## src/rtl/aip_stream_arb_mux.sv

```systemverilog
// aip_stream_arb_mux: N-channel stream arbiter/multiplexer with a single
// registered output stage and packet lock.
//   clk, rst          : clock, asynchronous active-high reset
//   data_in/valid_in/last_in : NCH source channels, channel i data at
//                       bits [DATAWIDTH*i +: DATAWIDTH]
//   ready_out         : per-channel ready back to sources (combinational)
//   sel               : channel select (external-select mode only)
//   data_out/valid_out/last_out/grant_out : registered output beat and the
//                       index of the channel that supplied it
//   ready_in          : downstream ready
// ARB_MODE 0 = grant follows sel, 1 = round-robin. A packet in flight keeps
// its grant until its last beat has transferred.
module aip_stream_arb_mux #(
  parameter int unsigned DATAWIDTH = 32,
  parameter int unsigned SELBITS   = 2,
  parameter int unsigned ARB_MODE  = 1
) (
  input  logic                              clk,
  input  logic                              rst,
  input  logic [(2**SELBITS)*DATAWIDTH-1:0] data_in,
  input  logic [(2**SELBITS)-1:0]           valid_in,
  input  logic [(2**SELBITS)-1:0]           last_in,
  output logic [(2**SELBITS)-1:0]           ready_out,
  input  logic [SELBITS-1:0]                sel,
  output logic [DATAWIDTH-1:0]              data_out,
  output logic                              valid_out,
  output logic                              last_out,
  output logic [SELBITS-1:0]                grant_out,
  input  logic                              ready_in
);

  localparam int unsigned NCH = 2 ** SELBITS;

  logic [SELBITS-1:0] rr_ptr;
  logic               lock;
  logic [SELBITS-1:0] lock_ch;

  logic [SELBITS-1:0] rr_pick;
  logic               rr_found;
  logic [SELBITS-1:0] rr_idx;
  logic [SELBITS-1:0] grant_c;
  logic               load_c;
  logic               grant_valid_c;

  // Round-robin search: first valid channel at or above rr_ptr. The index is
  // SELBITS wide so the addition wraps from NCH-1 back to 0 on its own.
  // With no valid channel the pick rests on rr_ptr, so nothing moves.
  always_comb begin
    rr_found = 1'b0;
    rr_pick  = rr_ptr;
    rr_idx   = rr_ptr;
    for (int unsigned k = 0; k < NCH; k++) begin
      rr_idx = rr_ptr + SELBITS'(k);
      if (!rr_found && valid_in[rr_idx]) begin
        rr_found = 1'b1;
        rr_pick  = rr_idx;
      end
    end
  end

  // Current grant: a locked packet owns the mux, otherwise sel or round-robin.
  always_comb begin
    grant_c = sel;
    if (lock) begin
      grant_c = lock_ch;
    end else if (ARB_MODE != 0) begin
      grant_c = rr_pick;
    end
  end

  // Output stage can accept a beat when empty or being drained this cycle.
  assign load_c        = !valid_out || ready_in;
  assign grant_valid_c = valid_in[grant_c];

  // Only the granted channel sees ready; held low throughout reset.
  always_comb begin
    ready_out = '0;
    if (load_c && !rst) begin
      ready_out[grant_c] = 1'b1;
    end
  end

  // Output register plus arbitration state.
  always_ff @(posedge clk or posedge rst) begin
    if (rst) begin
      data_out  <= '0;
      valid_out <= 1'b0;
      last_out  <= 1'b0;
      grant_out <= '0;
      rr_ptr    <= '0;
      lock      <= 1'b0;
      lock_ch   <= '0;
    end else if (load_c) begin
      if (grant_valid_c) begin
        valid_out <= 1'b1;
        data_out  <= data_in[DATAWIDTH*grant_c +: DATAWIDTH];
        last_out  <= last_in[grant_c];
        grant_out <= grant_c;
        if (last_in[grant_c]) begin
          // Packet finished: release the mux and move priority past it.
          lock   <= 1'b0;
          rr_ptr <= grant_c + SELBITS'(1);
        end else begin
          lock    <= 1'b1;
          lock_ch <= grant_c;
        end
      end else begin
        valid_out <= 1'b0;
      end
    end
  end

endmodule

```

## config.mk

```make
export PLATFORM = sky130hd
export DESIGN_NAME = aip_stream_arb_mux
export DESIGN_NICKNAME = d
export VERILOG_FILES = /design/src/rtl/aip_stream_arb_mux.sv
export SDC_FILE = /design/constraint.sdc
export NUM_CORES = 1
export LEC_CHECK = 0
export BUFFER_PORTS_ARGS = -buffer_cell sky130_fd_sc_hd__buf_2
export CORE_MARGIN = 2
export CORE_UTILIZATION = 45
export DETAILED_ROUTE_END_ITERATION = 8
export PLACE_DENSITY = 0.86
export SETUP_SLACK_MARGIN = 0.15
export SLEW_MARGIN = 0
export SYNTH_ARGS = -nofsm -noshare
export SYNTH_HDL_FRONTEND = slang
export SYNTH_SLANG_ARGS = --single-unit
```

## constraint.sdc

```tcl
create_clock -name clk -period 6.65 [get_ports clk]
set_input_delay 1.6625 -clock clk [delete_from_list [all_inputs] [get_ports clk]]
set_output_delay 1.6625 -clock clk [all_outputs]
set_load 0.02 [all_outputs]
```

; After elaboration in Yosys (flattened, before gate mapping)
; Cells that the tools add are included.
[word_totals]
ram_bits = 0
mem_bits_ro = 0
inputBits = 141
word_cells = 57
output_inout_bits = 40
memories = 0
ff_bits = 41
latchBits = 0
[classes]
shift = 1
n_mux = 24
multipliers = 0
order_cmp = 6
reduce_logical = 14
addsub = 4
eq_ne = 0
div = 0
n_bitwise = 1
[op_table]
columns = operator, count
row1 = $shiftx 128x8->32, 1
row2 = $lt 2x3->1 const B, 5
row3 = $bmux 1 s2, 6
row4 = $mux 1, 12
row5 = $mux 2, 4
row6 = $reduce_and 3->1, 2
row7 = $logic_and 1x1->1, 5
row8 = $logic_not 1->1, 5
row9 = $add 2x1->2 const B, 2
row10 = $add 2x2->2 const B, 2
row11 = $mux 4, 1
row12 = $demux 1 s2, 1
row13 = $ge 2x1->1 const B, 1
row14 = $reduce_and 2->1, 1
row15 = $logic_or 1x1->1, 1
row16 = $not 1->1, 1

; Logic depth before layout (Yosys ltp)
[depth]
depth_word = 18
mapped_depth = 9
depth_no_buf = 6

; Least setup slack after synthesis
; OpenSTA, ideal clock, no wires.
[synth_timing]
path_type = input -> output
start = in valid_in[3]
end = out ready_out[3]
t_required_ps = 4987
t_arrival_ps = 3604
stages = 5
n_path_buf = 1
slack_ps = 1383
cell_sequence = clkbuf_1 and3b_1 nor4_1 o31ai_1 a2111oi_0
[synth_via]
elab_chain_cells = 18
elab_cells_between_ends = 27
classes_between = 2 x order compare / 18 x mux / 7 x reduce/logical
[synth_lines]
columns = element, line
row1 = from (decl), 21  ; input logic [(2**SELBITS)-1:0] valid_in,
row2 = $bmux 1 s2, 54  ; if (!rr_found && valid_in[rr_idx]) begin
row3 = $mux 1 (not written as such), 54
row4 = $mux 1, 54
row5 = $logic_not 1->1, 54
row6 = $logic_and 1x1->1, 54
row7 = $mux 1, 54
row8 = $logic_not 1->1, 54
row9 = $logic_and 1x1->1, 54
row10 = (+2 left out), --
row11 = $logic_and 1x1->1, 54
row12 = $mux 2 (*), 54
row13 = $mux 2 (*), 64  ; if (lock) begin
row14 = $lt 2x3->1 (not written as such) / $ge 2x1->1 (equally long branches), 79  ; ready_out[grant_c] = 1'b1;
row15 = $logic_and 1x1->1 (not written as such), 79
row16 = $mux 1 (not written as such), 79
row17 = $demux 1 s2 (*), 79
row18 = $mux 4 (*), 78  ; if (load_c && !rst) begin
row19 = to (decl), 23  ; output logic [(2**SELBITS)-1:0] ready_out,
; Every way passes the cells marked *; elsewhere a longest branch is shown, timed or not. The select of a mux whose other input is x is not followed.

; Worst setup path in the final report
[layout_timing]
start = in valid_in[2]
end = out ready_out[1]
; The elaborated chain is that of the path after synthesis.

==> flow_summary.ini <==
[critical_path]
cp.arrival_ns = 3.29
cp-start-kind = input port
required_ns = 4.99
path_class = input port to output port
critPathCaptureType = output port
worstPathMaxFanout = 8

[sta]
finalHoldViolations = 0
worstMarginPinSlew_ns = 1.04
timing.final.crit_share_pct = 74.4
min_period_ns = 4.95
clock_skew_ns = 0.00467
fin_tns_setup_ns = 0
setup_ws_ns = 1.70
maxClockFrequency_ghz = 0.202
setup_viol = 0
rsz0062_at_grt = false
maxSlewViolCount = 0
slew_headroom_pct = 30.6

[logic_synthesis]
yosysWarningCount = 0
postSynthCellCount = 265
yosysSeqAreaShare_pct = 38.5
synth-edff-count = 0
synth_top_flop_cell = dfrtp_1
synth_area_per_cell_um2 = 10.1
syn_nets = 406
async_reset_ff_share_pct = 100
ys_types = 44
ys_seq_elements = 41
synth_area_um2 = 2670

[global_route]
grt_pass1_wl_um = 11200
gr-total-overflow = 0
antenna_found_initial = 0
grt_start_max_net_pins = 68
first_global_vias = 2530
global_route.usage.total_pct = 21.7

[drt]
wl_um = 7410
first_pass_iters = 4
ant_nets = 0
first_iter_violations = 197
drt-vias-per-instance = 5.48
via_count = 2776
drc = 0
post_drt_wl_per_cell_um = 14.6

[clocking]
clock_latency_ns = 0.28
cts_made_buffers = 5
clkSinkCount = 41
clock_tree.root_cell = clkbuf_8
clockBufferDepth = 2
cts_max_level = 2
clk_pin_slew_ns = 0.07
postCtsHoldBufs = 0
postCtsSetupBuffers = 0
cts_tree = done
post_cts_resized = 0

[floorplan]
ios = 181
start_util_pct = 45.8
core_um2 = 5820
die_h_um = 81.0
die_w_um = 81.0
fp.dieArea_um2 = 6560
row_count = 28

[layout]
area_growth_pct = 37.4
layout_common_cells = buf_2 (178), mux2i_1 (66), dfrtp_1 (41)
diodes = 0
mostFrequentLayoutCell = buf_2
fin_nets = 573
layout-drive-gt1-share_pct = 44.7

[flow_run]
cap_violations = 0

[power]
p_leak_nw = 1.93
power.density_nw_per_um2 = 474
vdd_ir_drop_max_mv = 0.311

[placed_design]
portBuffers = 178
place_congestion = 0.834
hpwl_um = 5600
dpl_worst_slack_ns = 1.71

[run_status]
status = complete, no violations

[hold_path]
hold_class = flip-flop to flip-flop
[final timing paths]
check | from | end | slack, ns | cells after the start
min in group asynchronous | rst | valid_out$_DFFE_PP0N_ | 1.53 | 3
max in group asynchronous | rst | rr_ptr[0]$_DFFE_PP0P_ | 4.77 | 3
setup / recovery | valid_in[2] | ready_out[1] | 1.70 | 6
hold reg to reg | data_out[3]$_DFFE_PP0P_ | data_out[3]$_DFFE_PP0P_ | 0.49 | 2
hold / removal | data_out[3]$_DFFE_PP0P_ | data_out[3]$_DFFE_PP0P_ | 0.49 | 2
setup reg to reg | lock_ch[0]$_DFFE_PP0P_ | lock_ch[0]$_DFFE_PP0P_ | 3.47 | 8
[metrics by stage]
| stage | util, % | cells | power (mW) | instance area (um2) | hold slack [ns] |
|---|---|---|---|---|---|
| floorplan | - | 265 | 1.30 | 2670 | 0.528 |
| global placement | 61.6 | 500 | 1.55 | 3580 | 0.456 |
| detailed placement | 61.6 | 500 | 1.60 | 3580 | 0.468 |
| CTS | 63.0 | 507 | 1.75 | 3660 | 0.487 |
| global route | 63.0 | 507 | 1.87 | 3660 | 0.516 |
| finish | 63.0 | 507 | 1.73 | 3660 | 0.487 |
[state kept, by name (all words and copies together) (netlist names)]
signal,cells
last_out,1
lock_ch,2
rr_ptr,2
lock,1
grant_out,2
valid_out,1
data_out,32
[report_power, final]
group	internal [mW]	switching, mW
registers	0.379	0.0877
clock network	0.0727	0.0818
logic	0.467	0.647
[critical path, stage by stage]
cell and delay [ns]:
buf_2 0.14, or3b_1 0.40, a21oi_1 0.24, o21ai_1 0.19, a2111oi_0 0.41, buf_2 0.24
[Yosys cell counts (all sizes together), types with 2 or more instances]
cell | number | area [um2]
nor2b | 2 | 12.5
mux2 | 2 | 22.5
nand2 | 38 | 145
nand3 | 3 | 15.0
mux2i | 66 | 661
nor4 | 3 | 18.8
nor2 | 5 | 18.8
clkbuf | 6 | 22.5
a2111oi | 2 | 17.5
and3 | 3 | 18.8
o21ai | 4 | 20.0
o221ai | 32 | 280
o211ai | 2 | 15.0
nand4 | 2 | 12.5
a21oi | 3 | 15.0
a31oi | 2 | 12.5
o22ai | 2 | 18.8
nand2b | 5 | 31.3
inv | 6 | 22.5
o21bai | 2 | 15.0
dfrtp | 41 | 1030
buf | 17 | 90.1
[per-layer routing]
metal  wire, um  up-vias  track usage [%]
li1           -     1345                -
met1       2870     1270             25.0
met5          0        -                0
met4        177        0             8.31
met3        578       18             4.11
met2       3780      143             39.7
[cell families (layout without fill, tap and decap cells)]
logic type | Yosys count | in the layout | share of synthesized area, %
multiplexers | 69 | 69 | 26.6
AND/OR/NAND/NOR | 66 | 66 | 11.6
AO/OA/AOI/OAI | 58 | 58 | 17.6
flip-flops | 41 | 41 | 38.5
buffers and inverters | 29 | 196 | 5.07
XOR/XNOR | 2 | 2 | 0.657
[cell type report]
class,count,area [um2]
fill,515,2150
tap,75,93.8
timing repair buffer,183,928
sequential,41,1030
multi-input combinational,195,1510
clock buffer,6,72.6
clock inverter,1,8.76
inverter,6,22.5
Power figures use the tool's default switching activity.
